[src/rtl/nova_io_initiator.sv]
// rtl/nova_io_initiator.sv - Nova I/O bus initiator: sequences NIO/DIx/DOx/SKP strobe cycles
// Nova numbers bits MSB-first; Nova bit i lives at vector index 15-i (7-i on bs_adr).
module nova_io_initiator #(
    parameter int BUSY_BIT = 0,
    parameter int DONE_BIT = 1
) (
    input  logic        pclk,
    input  logic        prst_n,
    input  logic        io_req,
    input  logic [15:0] io_insn,
    input  logic [15:0] io_acin,
    output logic        io_done,
    output logic [1:0]  io_acsel,
    output logic        io_acwe,
    output logic [15:0] io_acout,
    output logic        io_skip,
    output logic        bs_stb,
    output logic        bs_we,
    output logic [7:0]  bs_adr,
    output logic [15:0] bs_din,
    input  logic [15:0] bs_dout
);

    typedef enum logic [2:0] {
        IDLE, XFER, RDW, SKRD, SKW, CTRL, DONE
    } state_t;

    state_t     state;
    logic [1:0] ctl_q;
    logic [5:0] dev_q;
    logic       di_q;

    logic       req_is_io;
    logic [2:0] req_op;
    logic [1:0] req_ctl;
    logic [5:0] req_dev;
    logic [1:0] req_sub;
    logic       flag_busy;
    logic       flag_done;
    logic       skip_dec;

    assign req_is_io = (io_insn[15:13] == 3'b011);
    assign req_op    = io_insn[10:8];
    assign req_ctl   = io_insn[7:6];
    assign req_dev   = io_insn[5:0];
    assign flag_busy = bs_dout[15 - BUSY_BIT];
    assign flag_done = bs_dout[15 - DONE_BIT];

    // Sub-register select for data transfers: A=01, B=10, C=11.
    always_comb begin
        req_sub = 2'b00;
        case (req_op)
            3'b001, 3'b010: req_sub = 2'b01;
            3'b011, 3'b100: req_sub = 2'b10;
            3'b101, 3'b110: req_sub = 2'b11;
            default:        req_sub = 2'b00;
        endcase
    end

    // Skip condition selected by the ctl field of a SKP.
    always_comb begin
        skip_dec = 1'b0;
        case (ctl_q)
            2'b00:   skip_dec = flag_busy;
            2'b01:   skip_dec = !flag_busy;
            2'b10:   skip_dec = flag_done;
            default: skip_dec = !flag_done;
        endcase
    end

    // Sequencer; every output is registered on entry to the state that owns it.
    always_ff @(posedge pclk) begin
        if (!prst_n) begin
            state    <= IDLE;
            ctl_q    <= 2'b00;
            dev_q    <= 6'd0;
            di_q     <= 1'b0;
            io_done  <= 1'b0;
            io_acsel <= 2'b00;
            io_acwe  <= 1'b0;
            io_acout <= 16'd0;
            io_skip  <= 1'b0;
            bs_stb   <= 1'b0;
            bs_we    <= 1'b0;
            bs_adr   <= 8'd0;
            bs_din   <= 16'd0;
        end else begin
            io_done <= 1'b0;
            io_acwe <= 1'b0;
            io_skip <= 1'b0;
            bs_stb  <= 1'b0;
            bs_we   <= 1'b0;
            bs_adr  <= 8'd0;
            bs_din  <= 16'd0;
            case (state)
                IDLE: begin
                    if (io_req) begin
                        io_acsel <= io_insn[12:11];
                        ctl_q    <= req_ctl;
                        dev_q    <= req_dev;
                        di_q     <= req_is_io && req_op[0] && (req_op != 3'b111);
                        if (!req_is_io) begin
                            state   <= DONE;
                            io_done <= 1'b1;
                        end else if (req_op == 3'b111) begin
                            state  <= SKRD;
                            bs_stb <= 1'b1;
                            bs_adr <= {req_dev, 2'b00};
                        end else if (req_op == 3'b000) begin
                            if (req_ctl != 2'b00) begin
                                state  <= CTRL;
                                bs_stb <= 1'b1;
                                bs_we  <= 1'b1;
                                bs_adr <= {req_dev, 2'b00};
                                bs_din <= {14'd0, req_ctl};
                            end else begin
                                state   <= DONE;
                                io_done <= 1'b1;
                            end
                        end else begin
                            state  <= XFER;
                            bs_stb <= 1'b1;
                            bs_we  <= !req_op[0];
                            bs_adr <= {req_dev, req_sub};
                            bs_din <= req_op[0] ? 16'd0 : io_acin;
                        end
                    end
                end
                XFER: begin
                    if (di_q) begin
                        state <= RDW;
                    end else if (ctl_q != 2'b00) begin
                        state  <= CTRL;
                        bs_stb <= 1'b1;
                        bs_we  <= 1'b1;
                        bs_adr <= {dev_q, 2'b00};
                        bs_din <= {14'd0, ctl_q};
                    end else begin
                        state   <= DONE;
                        io_done <= 1'b1;
                    end
                end
                RDW: begin
                    io_acout <= bs_dout;
                    if (ctl_q != 2'b00) begin
                        state  <= CTRL;
                        bs_stb <= 1'b1;
                        bs_we  <= 1'b1;
                        bs_adr <= {dev_q, 2'b00};
                        bs_din <= {14'd0, ctl_q};
                    end else begin
                        state   <= DONE;
                        io_done <= 1'b1;
                        io_acwe <= 1'b1;
                    end
                end
                SKRD: state <= SKW;
                SKW: begin
                    io_acout <= bs_dout;
                    io_skip  <= skip_dec;
                    io_done  <= 1'b1;
                    state    <= DONE;
                end
                CTRL: begin
                    state   <= DONE;
                    io_done <= 1'b1;
                    io_acwe <= di_q;
                end
                default: state <= IDLE;
            endcase
        end
    end

endmodule

[config.mk]
export PLATFORM = sky130hd
export DESIGN_NAME = nova_io_initiator
export DESIGN_NICKNAME = d
export VERILOG_FILES = /design/src/rtl/nova_io_initiator.sv
export SDC_FILE = /design/constraint.sdc
export NUM_CORES = 1
export LEC_CHECK = 0
export BUFFER_PORTS_ARGS = -buffer_cell sky130_fd_sc_hd__buf_4
export CAP_MARGIN = 20
export CORE_ASPECT_RATIO = 0.9
export CORE_MARGIN = 5
export CORE_UTILIZATION = 42
export CTS_CLUSTER_DIAMETER = 40
export DETAILED_ROUTE_END_ITERATION = 10
export PLACE_DENSITY = 0.75
export SYNTH_ARGS = -nofsm -noshare
export SYNTH_HDL_FRONTEND = slang
export SYNTH_SLANG_ARGS = --single-unit
[constraint.sdc]
create_clock -name pclk -period 1.6 [get_ports pclk]
set_input_delay 0 -clock pclk [delete_from_list [all_inputs] [get_ports pclk]]
set_output_delay 0 -clock pclk [all_outputs]
set_load 0.01 [all_outputs]
# --- Yosys cells after proc, flatten, opt, wreduce, memory -nomap -nowiden ---
# Cells that the tools add are included.
totals:
  output_inout_bits: 47
  register_bits: 59
  in_bits: 51
  latch_bits: 0
  rom_bits: 0
  elab_cells: 96
  ram_bits: 0
  mem_count: 0
op_classes:
  multipliers: 0
  reduce_logical: 17
  n_div: 0
  eq_ne: 17
  shift: 0
  muxes: 49
  magnitude_cmp: 0
  bitwise_logic: 0
  add_sub_neg: 0
ops:
  columns: ["op", "count"]
  rows:
  - ["two-way mux 16 bit", 5]
  - ["two-way mux 8 bit", 7]
  - ["one-hot mux 16 bit (3 select lines)", 1]
  - ["one-hot mux 8 bit (3 select lines)", 1]
  - ["== test 3 bit, second input constant", 6]
  - ["two-way mux 1 bit", 18]
  - ["== test 3 x 2 -> 1 bit, second input constant", 5]
  - ["two-way mux 3 bit", 5]
  - ["one-hot mux 3 bit (5 select lines)", 1]
  - ["two-way mux 2 bit", 5]
  - ["OR reduction 2 bit", 5]
  - ["one-hot mux 1 bit (3 select lines)", 3]
  - ["== test 3 x 1 -> 1 bit, second input constant", 2]
  - ["zero test 3 bit", 2]
  - ["one-hot mux 2 bit (3 select lines)", 1]
  - ["one-hot mux 1 bit (4 select lines)", 1]
  - ["AND reduction 2 bit", 2]
  - ["nonzero test 2 bit", 2]
  - ["zero test 1 bit", 3]
  - ["inequality test 3 bit, second input constant", 1]
  - ["== test 2 x 1 -> 1 bit, second input constant", 1]
  - ["== test 2 bit, second input constant", 1]
  - ["logical AND 1 bit", 2]
  - ["zero test 2 bit", 1]
  - ["other kinds (2)", 2]

# --- Logic depth before layout (Yosys ltp) ---
logic_depth:
  ltp_word: 8
  ltp_mapped: 6
  ltp_nobuf: 4

# --- Worst setup path after synthesis ---
# Ideal clock, no wire load.
synth_path:
  path_kind: "register -> register"
  startpoint: "register state[2]"
  endpoint: "register bs_adr[2]"
  slack_ps: 94
  required_time_ps: 1483
  arrival_time_ps: 1389
  path_stages_with_launch: 5
  path_buffers: 0
  setup_time_ps: 117
  path_cell_list: "dfxtp_1 -> or4_1 -> nand3_1 -> nor3b_4 -> a22o_1"
synth_between:
  elab_chain_len: 2
  word_cells_on_any_way: 4
  cone_classes: "eq/ne: 2; mux: 1; reduce/logical: 1"
synth_rtl:
  columns: ["item", "line_no", "rtl"]
  rows:
  - ["start: declaration", "28", "state_t state;"]
  - ["start signal: assignment", "74", "state <= IDLE;"]
  - ["start signal: assignment", "103", "state <= DONE;"]
  - ["start signal: assignment", "106", "state <= SKRD;"]
  - ["== test 3 x 2 -> 1 bit (tied with other cells)", "95", "case (state)"]
  - ["one-hot mux 8 bit (3 select lines) (*)", "95", null]
  - ["end signal: assignment", "108", "bs_adr <= {req_dev, 2'b00};"]
  - ["end signal: assignment", "114", "bs_adr <= {req_dev, 2'b00};"]
  - ["end signal: assignment", "124", "bs_adr <= {req_dev, req_sub};"]
  - ["end: declaration", "19", "output logic [7:0] bs_adr,"]
# Every way passes the cells marked *; elsewhere a longest branch is shown, timed or not.
# A chain may end at the register's enable or synchronous reset.

# --- Final worst setup path ---
# Same ends and word-level chain as after synthesis.

==> results_dict.tcl <==
set metrics [dict create \
    outcome "completed" \
    io_pins 98 \
    drv_slew 0 \
    nets 440 \
    grt_pass1_wl_mm 10.7 \
    synth_top_family_by_area "simple AND/OR/NAND/NOR gates" \
    cts.sinks 59 \
    ys_top_cells_by_count "dfxtp_1 (59), nand2_1 (31), mux2i_1 (19), and2_1 (16), nor2b_1 (16)" \
    synth_warnings 0 \
    port_buffers 97 \
    diodes 0 \
    min-delay-path-class "in2reg" \
    drt_iter0_drc 132 \
    path_cells "or4_4, nand3_2, nor3b_4, buf_4, a22o_1" \
    p_per_area_nw_per_um2 1050 \
    synth.area.mux_share_pct 8.41 \
    synth_area_leaders "dfxtp_1 (52%), mux2i_1 (8.4%), nand2_1 (5.1%)" \
    hold_ws_ps 46.0 \
    grt-ovfl-total 0 \
    min_path_cells 4 \
    fillCellCount 379 \
    drive_above_1_share_pct 38.4 \
    maxCapViolations 0 \
    fin_total_pwr_mw 4.06 \
    fin_setup_tns_ps 0 \
    design_area_um2 3870 \
    synth_most_common_cell "dfxtp_1" \
    yosysTopAreaCell "dfxtp_1" \
    syn-cell-area_um2 2260 \
    r2r_cells 5 \
    grtUsageMet2_pct 37.0 \
    dieWidth_um 87.3 \
    core_area_um2 5260 \
    arrival_ps 1780 \
    gp_congestion 0.908 \
    grt.total_usage_pct 20.3 \
    grt_max_degree 24 \
    timing.fmax_mhz 639 \
    synth_cells 224 \
    synth_xor_area_share_pct 1.55 \
    worst_pin_slew_ps 428 \
    hold_violations 0 \
    viasPerCell 4.83 \
    min_period_ps 1570 \
    clock_latency_ps 330 \
    placed_cell_area_um2 3170 \
    drc_errors 0 \
    max_slew_margin_pct 71.3 \
    ant_nets 0 \
    slowest_delay_ps 540 \
    critPathMaxFanout 7 \
    synth-simple-area-share_pct 25.0 \
    clkTransAtPathRegs_ps 60 \
    min_period_over_period_pct 97.9 \
    ys_seq_elements 59 \
    cp-start-kind "flop" \
    cts.htree.levels 3 \
    synthArstFlopShare_pct 0 \
    numCtsBuffers 9 \
    p_leak_nw 1.74 \
    synth_edf_count 0 \
    ir_worst_vdd_uv 728 \
    ys_dominant_reg_cell "dfxtp_1" \
    vias 2222 \
    yosys.area.top_type_share_pct 52.2 \
    routedWlPerCell_um 15.2 \
    firstDrtPassIters 4 \
    synth.avg_cell_area_um2 10.1 \
    cts_buffer_depth 2 \
    use_met3_pct 5.99 \
    synth_adder_area_share_pct 0 \
    synth_nets 275 \
    start_util_pct 43.0 \
    yosysSeqAreaShare_pct 52.2 \
    synthDistinctLibCells 40 \
    synth_compound_area_share_pct 10.2 \
    grt_pass1_vias 2310 \
    clockRootBuffer "clkbuf_8" \
    num_rows 25 \
    postRouteWirelength_mm 6.98 \
    finClkSkew_ps 3.98 \
    fin_util_pct 73.6 \
    crit_slowest_cell "or4_4" \
    antenna_found_initial 0 \
    die-height_um 79.6 \
    grtUsageMet1_pct 21.6 \
    grt.busiest_layer "met2" \
    cts_tree "built" \
    critPathCaptureType "flop" \
    cp_data_required_time_ps 1820 \
    critPathKind "reg2reg" \
    setup_violations 0 \
    die_area_um2 6950 \
    area_growth_syn_to_layout_pct 71.0 \
    dpl.hpwl_mm 4.38 \
]
-- cells in the final DEF (no fill, tap or decap), types with 2 or more instances in the layout --
| cell | count |
|---|---|
| a21boi_0 | 11 |
| a21oi_1 | 6 |
| a22o_1 | 6 |
| a31oi_1 | 2 |
| and2_1 | 16 |
| buf_4 | 120 |
| clkbuf_8 | 12 |
| clkinv_2 | 2 |
| dfxtp_1 | 56 |
| dfxtp_2 | 3 |
| dlygate4sd3_1 | 43 |
| mux2i_1 | 19 |
| nand2_1 | 31 |
| nand3_1 | 2 |
| nand3b_1 | 2 |
| nor2_1 | 8 |
| nor2b_1 | 16 |
| nor3_1 | 3 |
| o21ai_0 | 4 |
| or3_1 | 3 |
| xor2_1 | 3 |
-- flip-flops by register name, indices dropped and copies added (netlist names) --
register,cells
io_acsel,2
bs_we,1
io_skip,1
io_done,1
state,3
io_acout,16
bs_din,16
bs_adr,8
di_q,1
bs_stb,1
ctl_q,2
dev_q,6
io_acwe,1
-- what timing repair did --
action                                  4_1_cts  5_1_grt
hold buffers                                 43        0
buffers inserted                              1        5
endpoints found under the setup margin        7       30
endpoints found under the hold margin        49        0
gates resized for setup                       1        9
cloned                                        0        0
pin swaps                                     0        6
-- layout make-up --
type / instances / area [um^2] / share of cell area [%]
multi-input combinational: 153 / 1050 / 27.2
clock buffer: 13 / 169 / 4.37
clock inverter: 2 / 10.0 / 0.259
timing repair buffer: 165 / 1360 / 35.2
inverter: 1 / 3.75 / 0.0971
sequential: 59 / 1180 / 30.6
tap: 67 / 83.8 / 2.17
-- report_power, final --
group | internal [mW] | leakage, nW | switching (mW) | total (mW)
Clock | 0.675 | 0.0953 | 0.534 | 1.21
Combinational | 0.648 | 1.17 | 0.510 | 1.16
Sequential | 1.61 | 0.481 | 0.0861 | 1.70
Total | 2.93 | 1.74 | 1.13 | 4.06
-- per-layer routing --
layer | share of wire, % | up-vias
met1 | 38 | 1034
li1 | - | 1090
met5 | 0 | -
met3 | 6.7 | 17
met2 | 53 | 81
met4 | 2.5 | 0
-- critical path: cells and delay by family, from the launching register on --
kind | cells | cell delay [ps]
compound gates | 1 | 250
buf+inv | 1 | 160
simple gates | 3 | 710
flops | 1 | 350
-- metrics by stage --
stage,instances,setup slack (ps)
6_report,460,34.1
5_1_grt,460,-22.2
4_1_cts,455,17.6
3_5_place_dp,396,-39.7
3_3_place_gp,396,17.9
2_1_floorplan,224,93.8
-- path summary, 6_finish.rpt --
check / slack (ps) / start / end
hold / removal: 50 / io_insn[8] / bs_adr[0]
setup / recovery: 30 / state[2] / bs_adr[2]
setup reg to reg: 30 / state[2] / bs_adr[2]
hold reg to reg: 470 / dev_q[0] / dev_q[0]
-- kinds of logic after synthesis --
group | count (synthesis)
DFF | 59
muxes | 19
and+or+nand+nor | 97
buffers and inverters | 12
AOI/OAI and AO/OA | 33
xor gates and xnor gates | 4
(Power assumes the default switching activity.)
